File: src/rtl/uni_shift_pkg.sv
// uni_shift_pkg: shared definitions for the uni_shift_seq slice.
//   - mode_e    : operation encoding presented on the mode port
//   - state_e   : sequencer states
//   - step_ctl_t: boundary-bit description of one single-bit shift
//   - is_shift_mode / step_ctl helpers
// The step description is width-independent: it names the bit entering the
// register, the bit leaving it, and the direction, so any WIDTH can reuse it.
package uni_shift_pkg;

    typedef enum logic [2:0] {
        MODE_HOLD = 3'b000,
        MODE_SHR  = 3'b001,
        MODE_SHL  = 3'b010,
        MODE_LOAD = 3'b011,
        MODE_ROR  = 3'b100,
        MODE_ROL  = 3'b101,
        MODE_ASR  = 3'b110,
        MODE_RSVD = 3'b111
    } mode_e;

    typedef enum logic [1:0] {
        ST_IDLE,
        ST_RUN,
        ST_DONE
    } state_e;

    typedef struct packed {
        logic shift;   // a shift happens in this mode
        logic right;   // 1: towards LSB, 0: towards MSB
        logic fill;    // bit entering at the vacated end
        logic out;     // bit leaving the register
    } step_ctl_t;

    function automatic logic is_shift_mode(mode_e m);
        return (m == MODE_SHR) || (m == MODE_SHL) || (m == MODE_ROR) ||
               (m == MODE_ROL) || (m == MODE_ASR);
    endfunction

    // One-step next value for a mode, expressed through the register's two
    // end bits: lsb = q[0], msb = q[WIDTH-1].
    function automatic step_ctl_t step_ctl(mode_e m, logic lsb, logic msb,
                                           logic ser_in_l, logic ser_in_r);
        step_ctl_t c;
        c = '0;
        case (m)
            MODE_SHR: c = '{shift: 1'b1, right: 1'b1, fill: ser_in_l, out: lsb};
            MODE_SHL: c = '{shift: 1'b1, right: 1'b0, fill: ser_in_r, out: msb};
            MODE_ROR: c = '{shift: 1'b1, right: 1'b1, fill: lsb,      out: lsb};
            MODE_ROL: c = '{shift: 1'b1, right: 1'b0, fill: msb,      out: msb};
            MODE_ASR: c = '{shift: 1'b1, right: 1'b1, fill: msb,      out: lsb};
            default:  c = '0;
        endcase
        return c;
    endfunction

endpackage

File: src/rtl/uni_shift_step.sv
// uni_shift_step: combinational next-q / next-ser_out datapath.
// Ports:
//   q, ser_cur          current register contents and serial output
//   mode, cnt           operation and remaining/requested shift count
//   ser_in_l, ser_in_r  serial fill bits (MSB side / LSB side)
//   q_next, ser_out_next  value after the step(s)
// Config macro UNI_SHIFT_SEQ_BARREL_EN: when defined, applies cnt shifts at
// once; otherwise applies a single shift whenever cnt is non-zero.
module uni_shift_step
    import uni_shift_pkg::*;
#(
    parameter int unsigned WIDTH = 8,
    parameter int unsigned CNTW  = 4
) (
    input  logic [WIDTH-1:0] q,
    input  logic             ser_cur,
    input  logic [2:0]       mode,
    input  logic [CNTW-1:0]  cnt,
    input  logic             ser_in_l,
    input  logic             ser_in_r,
    output logic [WIDTH-1:0] q_next,
    output logic             ser_out_next
);

    step_ctl_t c;

`ifdef UNI_SHIFT_SEQ_BARREL_EN
    localparam int unsigned MAX_STEPS = (32'd1 << CNTW) - 32'd1;

    // Unrolled chain of the single-step datapath: guarantees the barrel
    // result (including the last bit out, fills past WIDTH and rotate
    // modulo WIDTH) is bit-identical to the one-bit-per-cycle build.
    always_comb begin
        q_next       = q;
        ser_out_next = ser_cur;
        c            = '0;
        for (int unsigned i = 0; i < MAX_STEPS; i++) begin
            if (i < 32'(cnt)) begin
                c = step_ctl(mode_e'(mode), q_next[0], q_next[WIDTH-1],
                             ser_in_l, ser_in_r);
                if (c.shift) begin
                    q_next = c.right ? {c.fill, q_next[WIDTH-1:1]}
                                     : {q_next[WIDTH-2:0], c.fill};
                    ser_out_next = c.out;
                end
            end
        end
    end
`else
    always_comb begin
        q_next       = q;
        ser_out_next = ser_cur;
        c = step_ctl(mode_e'(mode), q[0], q[WIDTH-1], ser_in_l, ser_in_r);
        if (c.shift && (cnt != '0)) begin
            q_next = c.right ? {c.fill, q[WIDTH-1:1]}
                             : {q[WIDTH-2:0], c.fill};
            ser_out_next = c.out;
        end
    end
`endif

endmodule

File: src/rtl/uni_shift_seq.sv
// uni_shift_seq: parametrised universal shift register with a shift-by-N
// sequencer (start/busy/done handshake) and registered serial output.
// Ports:
//   clk, reset          rising-edge clock, synchronous active-low reset
//   start, mode, shift_cnt  operation request, sampled only in IDLE
//   load_data           parallel load value
//   ser_in_l, ser_in_r  fill bits for right / left shifts, sampled per shift
//   q                   register contents
//   ser_out             last bit shifted out (holds between shifts)
//   busy                high while the sequencer is running shifts
//   done                one-cycle completion pulse
// Config macro UNI_SHIFT_SEQ_BARREL_EN: when defined, a shift request of any
// count completes in a single RUN cycle.
module uni_shift_seq
    import uni_shift_pkg::*;
#(
    parameter int unsigned WIDTH = 8,
    parameter int unsigned CNTW  = 4
) (
    input  logic             clk,
    input  logic             reset,
    input  logic             start,
    input  logic [2:0]       mode,
    input  logic [CNTW-1:0]  shift_cnt,
    input  logic [WIDTH-1:0] load_data,
    input  logic             ser_in_l,
    input  logic             ser_in_r,
    output logic [WIDTH-1:0] q,
    output logic             ser_out,
    output logic             busy,
    output logic             done
);

    state_e           state, state_next;
    mode_e            mode_r, mode_d, mode_in;
    logic [CNTW-1:0]  remaining, rem_d;
    logic [WIDTH-1:0] q_d, step_q;
    logic             so_d, step_so;

    assign mode_in = mode_e'(mode);
    assign busy    = (state == ST_RUN);
    assign done    = (state == ST_DONE);

    uni_shift_step #(
        .WIDTH (WIDTH),
        .CNTW  (CNTW)
    ) u_step (
        .q            (q),
        .ser_cur      (ser_out),
        .mode         (mode_r),
        .cnt          (remaining),
        .ser_in_l     (ser_in_l),
        .ser_in_r     (ser_in_r),
        .q_next       (step_q),
        .ser_out_next (step_so)
    );

    always_ff @(posedge clk) begin
        if (!reset) begin
            state     <= ST_IDLE;
            q         <= '0;
            ser_out   <= 1'b0;
            mode_r    <= MODE_HOLD;
            remaining <= '0;
        end else begin
            state     <= state_next;
            q         <= q_d;
            ser_out   <= so_d;
            mode_r    <= mode_d;
            remaining <= rem_d;
        end
    end

    always_comb begin
        state_next = state;
        q_d        = q;
        so_d       = ser_out;
        mode_d     = mode_r;
        rem_d      = remaining;
        case (state)
            ST_IDLE: begin
                if (start) begin
                    // LOAD, HOLD, reserved and zero-count shifts all finish
                    // straight away; only a real shift request enters RUN.
                    state_next = ST_DONE;
                    if (mode_in == MODE_LOAD) begin
                        q_d = load_data;
                    end else if (is_shift_mode(mode_in) && (shift_cnt != '0)) begin
                        mode_d     = mode_in;
                        rem_d      = shift_cnt;
                        state_next = ST_RUN;
                    end
                end
            end
            ST_RUN: begin
                q_d  = step_q;
                so_d = step_so;
`ifdef UNI_SHIFT_SEQ_BARREL_EN
                rem_d      = '0;
                state_next = ST_DONE;
`else
                rem_d = remaining - CNTW'(1);
                if (remaining == CNTW'(1)) begin
                    state_next = ST_DONE;
                end
`endif
            end
            ST_DONE: begin
                state_next = ST_IDLE;
            end
            default: begin
                state_next = ST_IDLE;
            end
        endcase
    end

endmodule
File: config.mk
export PLATFORM = sky130hd
export DESIGN_NAME = uni_shift_seq
export DESIGN_NICKNAME = d
export VERILOG_FILES = /design/src/rtl/uni_shift_pkg.sv /design/src/rtl/uni_shift_step.sv /design/src/rtl/uni_shift_seq.sv
export SDC_FILE = /design/constraint.sdc
export NUM_CORES = 1
export LEC_CHECK = 0
export ABC_AREA = 1
export CAP_MARGIN = 10
export CORE_MARGIN = 2
export CORE_UTILIZATION = 48
export DETAILED_ROUTE_END_ITERATION = 12
export HOLD_SLACK_MARGIN = 0.05
export PLACE_DENSITY = 0.8
export SKIP_LAST_GASP = 1
export SLEW_MARGIN = 25
export SYNTH_ARGS = -nofsm -noshare
export SYNTH_HDL_FRONTEND = slang
export SYNTH_SLANG_ARGS = --single-unit
File: constraint.sdc
create_clock -name clk -period 1.9 [get_ports clk]
set_input_delay 0.38 -clock clk [delete_from_list [all_inputs] [get_ports clk]]
set_output_delay 0.38 -clock clk [all_outputs]
set_load 0.005 [all_outputs]
After elaboration in Yosys (flattened, before gate mapping)
Index checks and enable logic that the tools add are counted.
{"block": "totals", "latchBits": 0, "register_bits": 18, "mem_count": 0, "inputBits": 20, "rom_bits": 0, "ramBits": 0, "word_cells": 57}
{"block": "op_classes", "shifts": 0, "add_sub_neg": 1, "order_cmp": 0, "mul": 0, "muxes": 15, "n_reduce_logical": 15, "div": 0, "n_eq_ne": 20, "bitwise": 1}
{"operator": "2-to-1 mux 8 bit", "n": 4}
{"operator": "one-hot mux 4 bit (5 select lines)", "n": 1}
{"operator": "== test 3 bit (second input constant)", "n": 6}
{"operator": "one-hot mux 8 bit (2 select lines)", "n": 1}
{"operator": "2-to-1 mux 4 bit", "n": 3}
{"operator": "AND reduction 4 bit", "n": 3}
{"operator": "== test 3 x 2 -> 1 bit (second input constant)", "n": 3}
{"operator": "2-to-1 mux 2 bit", "n": 4}
{"operator": "!= test 2 bit (second input constant)", "n": 4}
{"operator": "one-hot mux 4 bit (2 select lines)", "n": 1}
{"operator": "nonzero test 4 bit", "n": 2}
{"operator": "== test 3 x 1 -> 1 bit (second input constant)", "n": 2}
{"operator": "== test 4 x 1 -> 1 bit (second input constant)", "n": 1}
{"operator": "logical OR 1 bit", "n": 4}
{"operator": "!= test 2 x 1 -> 1 bit (second input constant)", "n": 2}
{"operator": "one-hot mux 2 bit (2 select lines)", "n": 1}
{"operator": "AND reduction 2 bit", "n": 2}
{"operator": "subtractor 4 x 1 -> 4 bit (second input constant)", "n": 1}
{"operator": "== test 2 x 1 -> 1 bit (second input constant)", "n": 1}
{"operator": "== test 2 bit (second input constant)", "n": 1}
{"operator": "logical AND 1 bit", "n": 2}
{"operator": "zero test 2 bit", "n": 1}
{"operator": "nonzero test 2 bit", "n": 1}
{"operator": "NOT 1 bit", "n": 1}

Longest topological paths before layout
{"block": "depth", "depth_word": 10, "ltp_mapped": 10}

Modules after synthesis
A second synthesis with hierarchy kept.
{"block": "unflattened", "cells_unflattened": 235, "hier_area_um2": 1387.6}
{"module": "uni_shift_seq", "area_each_um2": 994.7, "cells_per_inst": 158, "seq_area_each_um2": 360.3, "n_inst": 1}
{"module": "uni_shift_step", "area_each_um2": 392.9, "cells_per_inst": 77, "seq_area_each_um2": 0.0, "n_inst": 1}

Least setup slack after synthesis
OpenSTA, ideal clock, no wires.
{"block": "synth_path", "path_type": "register -> register", "from": "register remaining[0]", "to": "register q[1]", "required_time_ns": 1.780, "n_path_buf": 1, "path_slack_ns": 0.538, "path_stages_with_launch": 10, "arrival_ns": 1.242, "cell_sequence": "dfxtp_1 -> inv_1 -> ha_1 -> nand3_1 -> nand2_2 -> nand2_2 -> nand2_4 -> buf_12 -> a21oi_1 -> a21oi_2"}
{"block": "synth_between", "elab_chain_cells": 4}
{"item": "start, declared", "line_no": "uni_shift_seq.sv:36", "text": "logic [CNTW-1:0] remaining, rem_d;"}
{"item": "start signal, assigned", "line_no": "uni_shift_seq.sv:70", "text": "remaining <= rem_d;"}
{"item": "nonzero test 4 bit", "line_no": "uni_shift_step.sv:54", "text": "if (c.shift && (cnt != '0)) begin"}
{"item": "logical AND 1 bit", "line_no": "uni_shift_step.sv:54"}
{"item": "!= test 2 x 1 -> 1 bit (no line)"}
{"item": "AND reduction 4 bit (no line)"}
{"item": "end signal, assigned", "line_no": "uni_shift_seq.sv:67", "text": "q <= q_d;"}
{"item": "end, declared", "line_no": "uni_shift_seq.sv:28", "text": "output logic [WIDTH-1:0] q,"}
Every way passes these cells.
A chain may end at the register's enable or synchronous reset.

Final worst setup path
{"block": "layout_path", "from": "register state[1]", "to": "output done"}
{"block": "layout_between", "elab_chain_cells": 1}
{"item": "start, declared", "line_no": "uni_shift_seq.sv:34", "text": "state_e state, state_next;"}
{"item": "start signal, assigned", "line_no": "uni_shift_seq.sv:66", "text": "state <= state_next;"}
{"item": "== test 2 bit", "line_no": "uni_shift_seq.sv:42", "text": "assign done = (state == ST_DONE);"}
{"item": "end, declared", "line_no": "uni_shift_seq.sv:31", "text": "output logic done"}
Every way passes these cells.

==> summary.md <==
• area of the placeable core: 2410 µm²
• Post-Place Setup Slack: 0.0671 ns
• cell with the largest stage delay on the worst path: sky130_fd_sc_hd__clkdlybuf4s50_1
• Main synth FF type: sky130_fd_sc_hd__dfxtp_1
• unique cell type count in the Yosys netlist: 25
• net count of the finished layout: 237
• main area contributors after synthesis: sky130_fd_sc_hd__dfxtp_1, sky130_fd_sc_hd__nand2_1, sky130_fd_sc_hd__a21oi_2, sky130_fd_sc_hd__inv_1, sky130_fd_sc_hd__a21oi_1
• DR vias/cell: 5.24
• share of the synthesized netlist area taken by xor and xnor gates: 0.00735
• global routing met3 resource utilization: 0.0389
• MaxCap Viol Count: 0
• Final Hold Fails: 0
• met1 Track Usage GR: 0.288
• number of antenna violations at the first check in global routing: 0
• Required @ worst endpoint: 1.52 ns
• worst setup margin: 0.131 ns
• wire length of the first global-routing pass: 4.93 mm
• dominant combinational cell family by area after synthesis: simple AND/OR/NAND/NOR gates
• setup repair after global routing missed its margin: no
• Worst slew margin: 0.820
• syn avg cell area: 6.58 µm²
• Critical Path Sink Type: primary output
• cell with the most instances after synthesis: sky130_fd_sc_hd__nand2_1
• die span in y: 53.8 µm
• Die Area: 2900 µm²
• most area-hungry cell type in the Yosys netlist: sky130_fd_sc_hd__dfxtp_1
• sum of routed wire length over all layers: 2.94 mm
• final setup violation count: 0
• worst-path cell chain: inv_1, nor2_1, clkdlybuf4s50_1
• fin crit period: 1.77 ns
• final max-slew violation count: 0
• crit path max fanout: 3
• clock edge transition at the registers on the reported setup and hold paths: 0.11 ns
• met2 usage: 0.402
• GRT busiest layer: met2
• total congestion overflow: 0
• worst-case hold slack: 0.454 ns
• proportion of synthesized flip-flops having asynchronous set or reset: 0
• EDFF count, synth: 0
• critical path's largest stage delay: 0.51 ns
• family of cells with the greatest summed delay on the critical path: buffers and inverters
• Sum Neg Setup Slack: 0 ns
• crit share post-route: 0.931
• maximum VDD drop: 0.536 mV
• total number of yosys warnings: 0
• count of instances resized after the clock tree is built: 0
• critical path class: reg2out
• start point of the critical path: state[1]
• Placement Rows: 18
• synthesized netlist cell count: 181
• IO Count: 31
• final cell utilization of the core: 0.643
• insertion delay of the later-clocked pin in the worst-skew pair: 0.30 ns
• number of routed nets with antenna violations: 0
• area share of the largest cell type after synthesis: 0.303
• H-Tree Depth: 1
• n_diodes: 0
• Worst EP arrival: 1.39 ns
• mux cell area share after synthesis: 0
• sort of element at the start of the critical path: flip-flop
• vias in the first global route: 1196
• vias after detailed routing: 1279
• placer's final routability congestion estimate: 0.923
• post-DR wirelength/cell: 12.0 µm
• Synth Area in Adders: 0.0210
• maximum number of pins on one net before global-route repair: 17
• DR iter-0 viols: 28
• drt drc: 0
• maximum clock insertion buffer count: 2
• area used by sequential logic in the layout: 360 µm²
• area of the multi-input gates: 692 µm²
• worst-margin pin slew: 0.269 ns
• beginning of the worst register-to-register path: remaining[0]
• iteration count of the initial detailed-routing pass: 4
• number of fill cells in the layout: 223
• number of buffers inserted to repair setup after CTS: 0
• worst hold start: ser_out
• ranking of synthesized cells by instance count: sky130_fd_sc_hd__nand2_1, sky130_fd_sc_hd__inv_1, sky130_fd_sc_hd__dfxtp_1
• post-synthesis simple-gate area fraction: 0.346
• fraction of final layout cells sized beyond drive strength 1: 0.136
• Synth-to-Final Area Change: 30.1%
• maximum clock frequency: 565 MHz
• critical path buffer and inverter count: 2
• Port Buffer Count: 30
• netlist area before placement: 1190 µm²
• total clock buffers created by CTS: 3
• worst clock skew on the final layout: 0.00886 ns
• CTS Root Cell: sky130_fd_sc_hd__clkbuf_4
• CTS tree: done
• hold buffers post-CTS: 0
• GRT Total Usage: 0.231
• starting density of the core: 0.494
• total leakage power: 0.675 nW
• sequential element share of the synthesized area: 0.303
• net count after synthesis: 203
• overall die width: 53.8 µm
• Synth Register Bits: 18
• type of the tightest min-delay check: reg2reg
• pwr/cell area: 725 nW/µm²
• detailed placement HPWL: 2.25 mm
• result of the run: finished clean
• number of sinks handled by clock tree synthesis: 18
• Synth Area in Compound Gates: 0.207
-- power breakdown --
| group | switching (mW) | internal, mW |
|---|---|---|
| clock | 0.130 | 0.117 |
| sequential | 0.0406 | 0.421 |
| combinational | 0.232 | 0.184 |
| total | 0.402 | 0.722 |
-- path summary, 6_finish.rpt --
check	cells past startpoint	to	slack, ns
min reg2reg	2	ser_out	0.45
max reg2reg	9	q[0]	0.44
min	2	ser_out	0.45
max	3	done	0.13
-- layout make-up --
class | instances | area share
Multi-Input combinational cell | 133 | 0.446
Sequential cell | 18 | 0.232
Timing Repair Buffer | 34 | 0.213
Inverter | 25 | 0.0605
Tap cell | 30 | 0.0242
Clock buffer | 4 | 0.0234
-- kinds of logic (layout without fill, tap and decap cells) --
logic type	count (synthesis)	in the layout
AO/OA/AOI/OAI	38	38
XOR/XNOR	1	1
adder cells (fa/ha/maj)	2	2
buffers and inverters	30	63
flip-flops	18	18
AND/OR/NAND/NOR	92	92
-- per-layer routing --
layer / wire length, µm / part of all wire / up-vias
li1: - / - / 655
met1: 1260 / 0.43 / 590
met2: 1510 / 0.51 / 30
met3: 134 / 0.046 / 4
met4: 27 / 0.0092 / 0
met5: 0 / 0 / -
-- worst reg2reg max path: stages, from the launching register on --
cell and delay (ns):
sky130_fd_sc_hd__dfxtp_1 0.38, sky130_fd_sc_hd__inv_1 0.09, sky130_fd_sc_hd__ha_1 0.23, sky130_fd_sc_hd__nand3_1 0.14, sky130_fd_sc_hd__nand2_2 0.07, sky130_fd_sc_hd__nand2_2 0.07
sky130_fd_sc_hd__nand2_4 0.13, sky130_fd_sc_hd__nor2_1 0.12, sky130_fd_sc_hd__nand2_1 0.07, sky130_fd_sc_hd__a21oi_2 0.11
-- through the flow --
| stage | std cells | area, µm² | power (mW) |
|---|---|---|---|
| 3_5_place_dp | 240 | 1510 | 0.884 |
| 6_report | 244 | 1550 | 1.12 |
| 4_1_cts | 244 | 1550 | 1.13 |
| 3_3_place_gp | 240 | 1510 | 0.871 |
| 2_1_floorplan | 181 | 1190 | 0.740 |
| 5_1_grt | 244 | 1550 | 1.20 |
-- cell usage in the layout (no fill, tap or decap), drive strengths merged --
cell type / instances
nand2: 55
clkdlybuf4s50: 30
inv: 25
a21oi: 22
dfxtp: 18
nor2: 17
nand3: 14
o21ai: 9
o211ai: 6
nand4: 4
buf: 4
clkbuf: 4
ha: 2
and3: 1
a211oi: 1
xor2: 1
nor3: 1
-- registers in the layout (all words and copies together) (netlist names) --
signal     cells
mode_r         3
state          2
ser_out        1
remaining      4
q              8
Note: power is estimated with default switching activity, not from simulation.
